$ cat src/rtl/bcd_down_counter.sv
// ============================================================================
// Module   : bcd_down_counter
// Purpose  : Multi-digit BCD countdown counter with load, start/stop, and a
//            zero-reached Done pulse.
// Option   : define BCD_WRAP_EN to wrap 0 -> all-9s and emit a Bout pulse.
// Revision : 1.0  initial release
// ============================================================================
`default_nettype none

module bcd_down_counter #(
  parameter int DIGITS = 4
) (
  input  logic                Clk,
  input  logic                Reset,
  input  logic                Load,
  input  logic [4*DIGITS-1:0] LoadData,
  input  logic                Start,
  input  logic                Stop,
  input  logic                Trigger,
  input  logic                Bin,
  output logic [4*DIGITS-1:0] DataOut,
  output logic                Zero,
  output logic                Busy,
  output logic                Done,
  output logic                Bout
);

  localparam int W = 4 * DIGITS;

  typedef enum logic [0:0] {
    IDLE = 1'b0,
    RUN  = 1'b1
  } state_t;

  state_t         state, state_nxt;
  logic [W-1:0]   count, count_nxt;
  logic [W-1:0]   clamped, decremented;
  logic           done_q, done_nxt;
  logic           bout_q, bout_nxt;
  logic           tick;
  logic           is_zero;
  logic           borrow;

  assign tick    = Trigger | Bin;
  assign is_zero = (count == '0);

  // Out-of-range preset digits saturate at 9 so the count is always valid BCD.
  always_comb begin
    clamped = '0;
    for (int i = 0; i < DIGITS; i++) begin
      clamped[4*i +: 4] = (LoadData[4*i +: 4] > 4'd9) ? 4'd9 : LoadData[4*i +: 4];
    end
  end

  // Full-width borrow ripple; an all-zero count naturally becomes all nines.
  always_comb begin
    decremented = '0;
    borrow      = 1'b1;
    for (int i = 0; i < DIGITS; i++) begin
      if (borrow) begin
        if (count[4*i +: 4] == 4'd0) begin
          decremented[4*i +: 4] = 4'd9;
        end else begin
          decremented[4*i +: 4] = count[4*i +: 4] - 4'd1;
          borrow                = 1'b0;
        end
      end else begin
        decremented[4*i +: 4] = count[4*i +: 4];
      end
    end
  end

  always_comb begin
    state_nxt = state;
    count_nxt = count;
    done_nxt  = 1'b0;
    bout_nxt  = 1'b0;
    if (Load) begin
      count_nxt = clamped;
      state_nxt = IDLE;
    end else if (Stop) begin
      state_nxt = IDLE;
    end else if (Start) begin
      if (state == IDLE) begin
        if (!is_zero) begin
          state_nxt = RUN;
        end else begin
`ifdef BCD_WRAP_EN
          state_nxt = RUN;
`else
          done_nxt  = 1'b1;
`endif
        end
      end
    end else if (tick && (state == RUN)) begin
`ifdef BCD_WRAP_EN
      count_nxt = decremented;
      if (is_zero) begin
        bout_nxt = 1'b1;
      end else if (decremented == '0) begin
        done_nxt = 1'b1;
      end
`else
      if (is_zero) begin
        state_nxt = IDLE;
      end else begin
        count_nxt = decremented;
        if (decremented == '0) begin
          done_nxt  = 1'b1;
          state_nxt = IDLE;
        end
      end
`endif
    end
  end

  always_ff @(posedge Clk or negedge Reset) begin
    if (!Reset) begin
      state  <= IDLE;
      count  <= '0;
      done_q <= 1'b0;
      bout_q <= 1'b0;
    end else begin
      state  <= state_nxt;
      count  <= count_nxt;
      done_q <= done_nxt;
      bout_q <= bout_nxt;
    end
  end

  assign DataOut = count;
  assign Zero    = is_zero;
  assign Busy    = (state == RUN);
  assign Done    = done_q;
  assign Bout    = bout_q;

endmodule

`default_nettype wire
$ cat config.mk
export PLATFORM = sky130hd
export DESIGN_NAME = bcd_down_counter
export DESIGN_NICKNAME = d
export VERILOG_FILES = /design/src/rtl/bcd_down_counter.sv
export SDC_FILE = /design/constraint.sdc
export NUM_CORES = 1
export LEC_CHECK = 0
export CAP_MARGIN = 20
export CORE_ASPECT_RATIO = 0.8
export CORE_MARGIN = 2
export CORE_UTILIZATION = 47
export DETAILED_ROUTE_END_ITERATION = 16
export GPL_TIMING_DRIVEN = 0
export PLACE_DENSITY = 0.84
export SYNTH_ARGS = -nofsm -noshare
export SYNTH_HDL_FRONTEND = slang
export SYNTH_SLANG_ARGS = --single-unit
$ cat constraint.sdc
create_clock -name Clk -period 2.95 [get_ports Clk]
set_input_delay 0.59 -clock Clk [delete_from_list [all_inputs] [get_ports Clk]]
set_output_delay 0.59 -clock Clk [all_outputs]
set_load 0.005 [all_outputs]
# Word level (Yosys, flattened, before mapping)
# Index checks and enable logic that the tools add are counted.
[totals] ff_bits=18 output_inout_bits=20 word_cells=64
[op_classes] n_addsub=4 magnitude_cmp=4 eq_ne=3 n_mux=37 bitwise=1 n_reduce_logical=12
[ops] operator="$mux 16" n=5
[ops] operator="$mux 4" n=11
[ops] operator="$logic_not 16->1" n=2
[ops] operator="$mux 1" n=21
[ops] operator="$gt 4x4->1 const B" n=4
[ops] operator="$logic_not 4->1" n=4
[ops] operator="$sub 4x1->4 const B" n=4
[ops] operator="$ne 2x2->1 const B" n=3
[ops] operator="$reduce_bool 5->1" n=1
[ops] operator="$reduce_and 4->1" n=1
[ops] operator="$reduce_bool 4->1" n=1
[ops] operator="$reduce_and 2->1" n=1
[ops] operator="$reduce_bool 2->1" n=1
[ops] operator="$logic_and 1x1->1" n=1
[ops] operator="$or 1x1->1" n=1

# Depth between registers and ports, before layout
# Gate-level depths: netlist of the first run.
[depth] depth_word=12 mapped_depth=5 mapped_depth_nobuf=5

# Least setup slack after synthesis of the first run
# OpenSTA, ideal clock, no wires.
[synth_timing] path_type="input -> register" from="input port Start" to="register count[12] (netlist: DataOut[12])" setup_ps=120 arrival_ps=1827 t_required_ps=2830 slack_ps=1003 stages=5 cell_sequence="nand2b_1 > nor3_4 > nand4b_4 > or4_4 > a31o_1"
[synth_between] elab_chain_len=2
[synth_rtl] element="start: declaration" line="17" source="input logic Start,"
[synth_rtl] element="$ne 2x2->1 (no line)"
[synth_rtl] element="$reduce_and 4->1 (no line)"
[synth_rtl] element="end signal: assignment" line="125" source="count <= count_nxt;"
[synth_rtl] element="end: declaration" line="36" source="logic [W-1:0] count, count_nxt;"
# No other way between the ends.
# A chain may end at the register's enable or synchronous reset.

# Final worst setup path of the first run
[layout_timing] from="register count[13] (netlist: DataOut[13])" to="output port Zero"
[layout_between] elab_chain_len=1
[layout_rtl] element="$logic_not 16->1" line="45" source="assign is_zero = (count == '0);"
[layout_rtl] element="end: declaration" line="22" source="output logic Zero,"
# No other way between the ends.

==> results of run 1 <==
-- cells in the mapped netlist, types with 2 or more instances --
library cell  count
nand2_1           9
nor3_1            3
a221oi_1          2
a31oi_1           4
dfrtp_1          18
clkbuf_1          3
nand3_1           7
o21a_1            3
o31ai_1           2
nand4_1           2
nand2b_1          3
a21oi_1           4
xor2_1            2
or4_1             3
nand3b_1          2
inv_1             4
nor4_4            2
nor2_1           12
nor4b_1           2
o21ai_0          10
nor4_1            5
-- worst max-delay path, stage by stage, from the launching register on --
cell and delay (ns):
dfrtp_1 0.46, nor4_1 0.52, nand4_4 0.25, inv_1 0.17, clkdlybuf4s50_1 0.52
-- stage by stage --
stage | total power, mW | worst slack (ns) | util [%] | instance area [µm²]
finish | 0.588 | 0.152 | 69.0 | 1660
floorplan | 0.361 | 1.00 | - | 1170
global route | 0.621 | 0.0246 | 69.0 | 1660
detailed placement | 0.460 | 0.372 | 67.2 | 1610
CTS | 0.583 | 0.0712 | 68.1 | 1640
global placement | 0.453 | 0.427 | 67.2 | 1610
-- sequential cells by signal, indices dropped and copies added (netlist names) --
| signal | count |
|---|---|
| DataOut | 16 |
| Busy | 1 |
| Done | 1 |
-- cell type report --
| type | count | share of cell area (%) |
|---|---|---|
| buffer | 4 | 1.13 |
| clock buffer | 3 | 1.36 |
| inverter | 4 | 0.906 |
| multi-input combinational | 100 | 42.6 |
| sequential | 18 | 27.2 |
| tap | 27 | 2.04 |
| timing repair buffer | 41 | 24.8 |
-- kinds of logic after synthesis --
logic type,Yosys count
AND/OR/NAND/NOR,61
AO/OA/AOI/OAI,34
flip-flops,18
buffers and inverters,8
XOR/XNOR,3
multiplexers,1
other,1
-- report_power, final --
group	total (mW)	internal, mW	switching (mW)
sequential	0.308	0.267	0.0414
combinational	0.153	0.0922	0.0606
clock	0.127	0.0475	0.0794
total	0.588	0.406	0.181
-- final timing paths --
kind	startpoint	endpoint	cells after the start	slack, ns
worst max-delay path	DataOut[13]	Zero	4	0.15
worst min-delay path	DataOut[12]	DataOut[12]	1	0.57
worst max register to register	DataOut[1]	DataOut[12]	5	0.81
worst min register to register	DataOut[12]	DataOut[12]	1	0.57
max in group asynchronous	Reset	DataOut[5]	1	1.63
min in group asynchronous	Reset	DataOut[14]	1	0.78
-- routing by layer --
metal | routed length [µm] | global-route usage [%] | share of wire, % | vias to the layer above
met5 | 0 | 0 | 0 | -
met4 | 37 | 6.67 | 1.1 | 0
met3 | 280 | 6.42 | 8.6 | 8
met2 | 1520 | 35.0 | 47 | 67
met1 | 1430 | 31.6 | 44 | 586
li1 | - | - | - | 577
==> reports/results.ini, run 1 <==
[cts]
cts_buffers = 3
cts-root-buf = clkbuf_4
cts_sinks = 18
post-cts-setup-buffers = 0
cts_tree = done
hold_buffers = 0
clockBufferDepth = 2
htreeDepth = 1
clk_latency_ns = 0.29
clk_pin_slew_ns = 0.11
cts_resized = 0

[routing]
drt-initial-drc-count = 39
wl_mm = 3.27
avgRoutedWirePerCell_um = 16.6
vias = 1238
ant_nets = 0
first_pass_iters = 4
vias_per_cell = 6.28
drc_errors = 0

[placement]
io_buffers = 41
place_congestion = 0.845
place_inst = 194
hpwl_mm = 2.40

[timing]
worst_pin_slew_ns = 0.880
setup_viol = 0
slew_headroom_pct = 41.2
tns_ns = 0
period_share_pct = 94.8
finalHoldViolCount = 0
grt_setup_unrepaired = no
hold_ws_ns = 0.565
fmax_mhz = 357
slew_viol_final = 0
finClkSkew_ns = 0.00263
fin_crit_ns = 2.80

[yosys]
yosys.area_share.simple_pct = 35.5
synthMuxAreaShare_pct = 0.856
synth_cells = 126
synth_adder_area_share_pct = 0
synth_warnings = 0
post-synth-top-area-cell = dfrtp_1
ys.flop_type = dfrtp_1
synth-async-reset-ratio_pct = 100
synth_top_family_by_area = simple AND/OR/NAND/NOR gates
netlist_area_um2 = 1170
synth_cell_types = 45
synth.area.top_cells = dfrtp_1, o21ai_0, nor2_1
postSynthAreaPerCell_um2 = 9.28
syn_nets = 149
synth_top_area_share_pct = 38.5
ys_seq_elements = 18
synth-edff-count = 0
synth-compound-area-share_pct = 19.7
synth-xor-area-share_pct = 2.25
seq_area_frac_synth_pct = 38.5

[finish]
final_common_cell = clkdlybuf4s50_1
seqCellArea_um2 = 450
diodes = 0
final_cell_count_no_fill = 197
drive_gt1_share_pct = 9.41
area_delta_synth_final_pct = 41.7
multiInputGateArea_um2 = 707
fin_nets = 195
fillCellCount = 201
final_cell_mix = clkdlybuf4s50_1, dfrtp_1, nor2_1

[grt]
grt_pass1_wl_mm = 5.19
gr-usage-all-layers_pct = 22.9
grt_max_degree = 19
grt-ovfl-total = 0
grt_pass1_vias = 1158
antenna_found_initial = 0

[min_path]
min_path_type = flip-flop to flip-flop

[power]
ir_drop_mv = 0.275
power.density_nw_per_um2 = 354
cellLeakagePower_nw = 0.617

[die]
coreArea_um2 = 2400
die-height_um = 48.6
initial_utilization_pct = 48.7
io-pin-count = 43
die-area_um2 = 2910
std_cell_rows = 16
die_w_um = 59.8

[worst_setup_path]
worstPathRequired_ns = 2.36
critPathCaptureType = output port
worstPathMaxFanout = 10
path_class = flip-flop to output port
start_kind = flip-flop
crit_arrival_ns = 2.21

[flow_run]
maxCapViolations = 0

[outcome]
outcome = finished, final reports clean

Note: power is estimated with default switching activity, not from simulation.
==> inputs of run 2 (changes only) <==
- ABC_AREA: not set -> 1
- CORE_UTILIZATION: 47 -> 50
- PLACE_DENSITY: 0.84 -> 0.82
==> run 2 against run 1 <==
Maximum frequency grew 9.0%. Largest cell class unchanged. Final area rose by 28%. Routed wire length increased by 30%. Largest power group is now combinational logic. Critical endpoint unchanged.
==> reports/results.ini, run 2 <==
[die]
std_cell_rows = 18
die-height_um = 54.8
initial_utilization_pct = 52.4
die-area_um2 = 3700
die_w_um = 67.5
coreArea_um2 = 3090
io-pin-count = 43

[yosys]
ys_seq_elements = 18
synth_cell_types = 36
synth.area.top_cells = dfrtp_1, nand2_1, inv_1
netlist_area_um2 = 1620
synth-async-reset-ratio_pct = 100
synth-edff-count = 0
synth_most_common_cell = nand2_1
synth_cells = 238
synth_warnings = 0
syn_nets = 261
postSynthAreaPerCell_um2 = 6.79
synth_top_area_share_pct = 27.9
post-synth-top-area-cell = dfrtp_1
synth_common_cells = nand2_1, inv_1, nor2_1, dfrtp_1, nand3_1
ys.flop_type = dfrtp_1
seq_area_frac_synth_pct = 27.9

[placement]
io_buffers = 41
place_congestion = 0.872
place_ws_ns = 0.677
hpwl_mm = 3.22
place_inst = 319

[timing]
grt_setup_unrepaired = no
finalHoldViolCount = 0
timing.final.ws_setup_ns = 0.382
worst_pin_slew_ns = 0.870
period_share_pct = 87.0
fin_crit_ns = 2.57
setup_viol = 0
slew_headroom_pct = 41.8
fmax_mhz = 389
slew_viol_final = 0
finClkSkew_ns = 0.00526
tns_ns = 0
hold_ws_ns = 0.556

[worst_setup_path]
crit_arrival_ns = 1.98
critPathCaptureType = output port
setup.worst_path.start = DataOut[0]
regToRegStartpoint = DataOut[0]
path_class = flip-flop to output port
start_kind = flip-flop
worstPathRequired_ns = 2.36
worstPathMaxFanout = 7

[routing]
drt-initial-drc-count = 110
first_pass_iters = 4
wl_mm = 4.26
vias = 1687
ant_nets = 0
vias_per_cell = 5.24
drc_errors = 0
avgRoutedWirePerCell_um = 13.2

[cts]
htreeDepth = 1
cts-root-buf = clkbuf_8
clockBufferDepth = 2
clk_pin_slew_ns = 0.07
post-cts-setup-buffers = 0
clk_latency_ns = 0.26
cts_resized = 0
cts_sinks = 18
cts_buffers = 3
cts_tree = done
hold_buffers = 0

[finish]
area_delta_synth_final_pct = 31.1
largest_reg_flops = 16
final_cell_count_no_fill = 322
fin_nets = 307
final_common_cell = nand2_1
drive_gt1_share_pct = 15.2
final_cell_mix = nand2_1, clkdlybuf4s50_1, inv_1
fillCellCount = 283
diodes = 0

[min_path]
min_path_type = flip-flop to flip-flop
min_from = Busy

[outcome]
outcome = finished, final reports clean

[power]
power_frac_seq_pct = 37.2
clock_power_share_pct = 20.9
cellLeakagePower_nw = 1.03
ir_drop_mv = 0.311
p_comb_share_pct = 41.9
finalPower_mw = 0.869
switching_share_pct = 38.1
power.density_nw_per_um2 = 410
switching_power_mw = 0.331
internal_power_mw = 0.538

[grt]
grt-ovfl-total = 0
gr-usage-all-layers_pct = 25.6
grt_pass1_wl_mm = 7.04
grt_pass1_vias = 1543
grt_max_degree = 19
antenna_found_initial = 0

[flow_run]
maxCapViolations = 0

## run 2: area by class of cell
type | instances | area, µm² | area share [%]
buffer | 8 | 72.6 | 3.43
clock buffer | 3 | 41.3 | 1.95
inverter | 33 | 124 | 5.85
multi-input combinational | 179 | 968 | 45.7
sequential | 18 | 450 | 21.3
tap | 40 | 50.0 | 2.36
timing repair buffer | 41 | 410 | 19.4
## run 2: per-stage QoR
stage,utilization [%],cell area [µm²]
finish,68.6,2120
global route,68.6,2120
CTS,68.6,2120
detailed placement,67.3,2080
global placement,67.3,2080
floorplan,-,1620
## run 2: logic make-up after synthesis
| group | synth area share, % |
|---|---|
| and+or+nand+nor | 40.4 |
| AOI/OAI and AO/OA | 17.6 |
| buffers and inverters | 12.2 |
| DFF | 27.9 |
| xor gates and xnor gates | 1.70 |
| other | 0.232 |
## run 2: worst paths after layout
kind / to / slack, ns / cells after the start
worst min-delay path: Busy / 0.56 / 2
worst max register to register: Busy / 1.11 / 13
worst min register to register: Busy / 0.56 / 2
worst max-delay path: Zero / 0.38 / 6
min in group asynchronous: DataOut[9] / 0.82 / 1
max in group asynchronous: DataOut[3] / 1.59 / 1
## run 2: power groups by stage
stage	logic, mW	registers [mW]	clock network [mW]
after floorplan	0.219	0.323	0
after global placement	0.355	0.326	0
after detailed placement	0.361	0.327	0
after CTS	0.364	0.323	0.182
after global routing	0.408	0.329	0.194
final	0.364	0.324	0.182
## run 2: per-layer routing
layer	GRT usage, %	share of wire [%]	vias to the layer above
li1	-	-	859
met1	33.4	45	771
met2	43.1	48	55
met3	4.32	6.7	2
met4	9.18	0.38	0
met5	0	0	-
## run 2: critical path, cell delays in order, from the launching register on
cell and delay [ns]:
dfrtp_1 0.45, nor2_2 0.20, nand2_4 0.12, inv_2 0.09, nand2_4 0.06, nor3_4 0.24
clkdlybuf4s50_1 0.56
==> inputs of run 3 (changes only) <==
- SETUP_SLACK_MARGIN: not set -> 0.2
==> results of run 3 <==
Same layout as run 2: the final DEF is identical, and so are final timing and power.
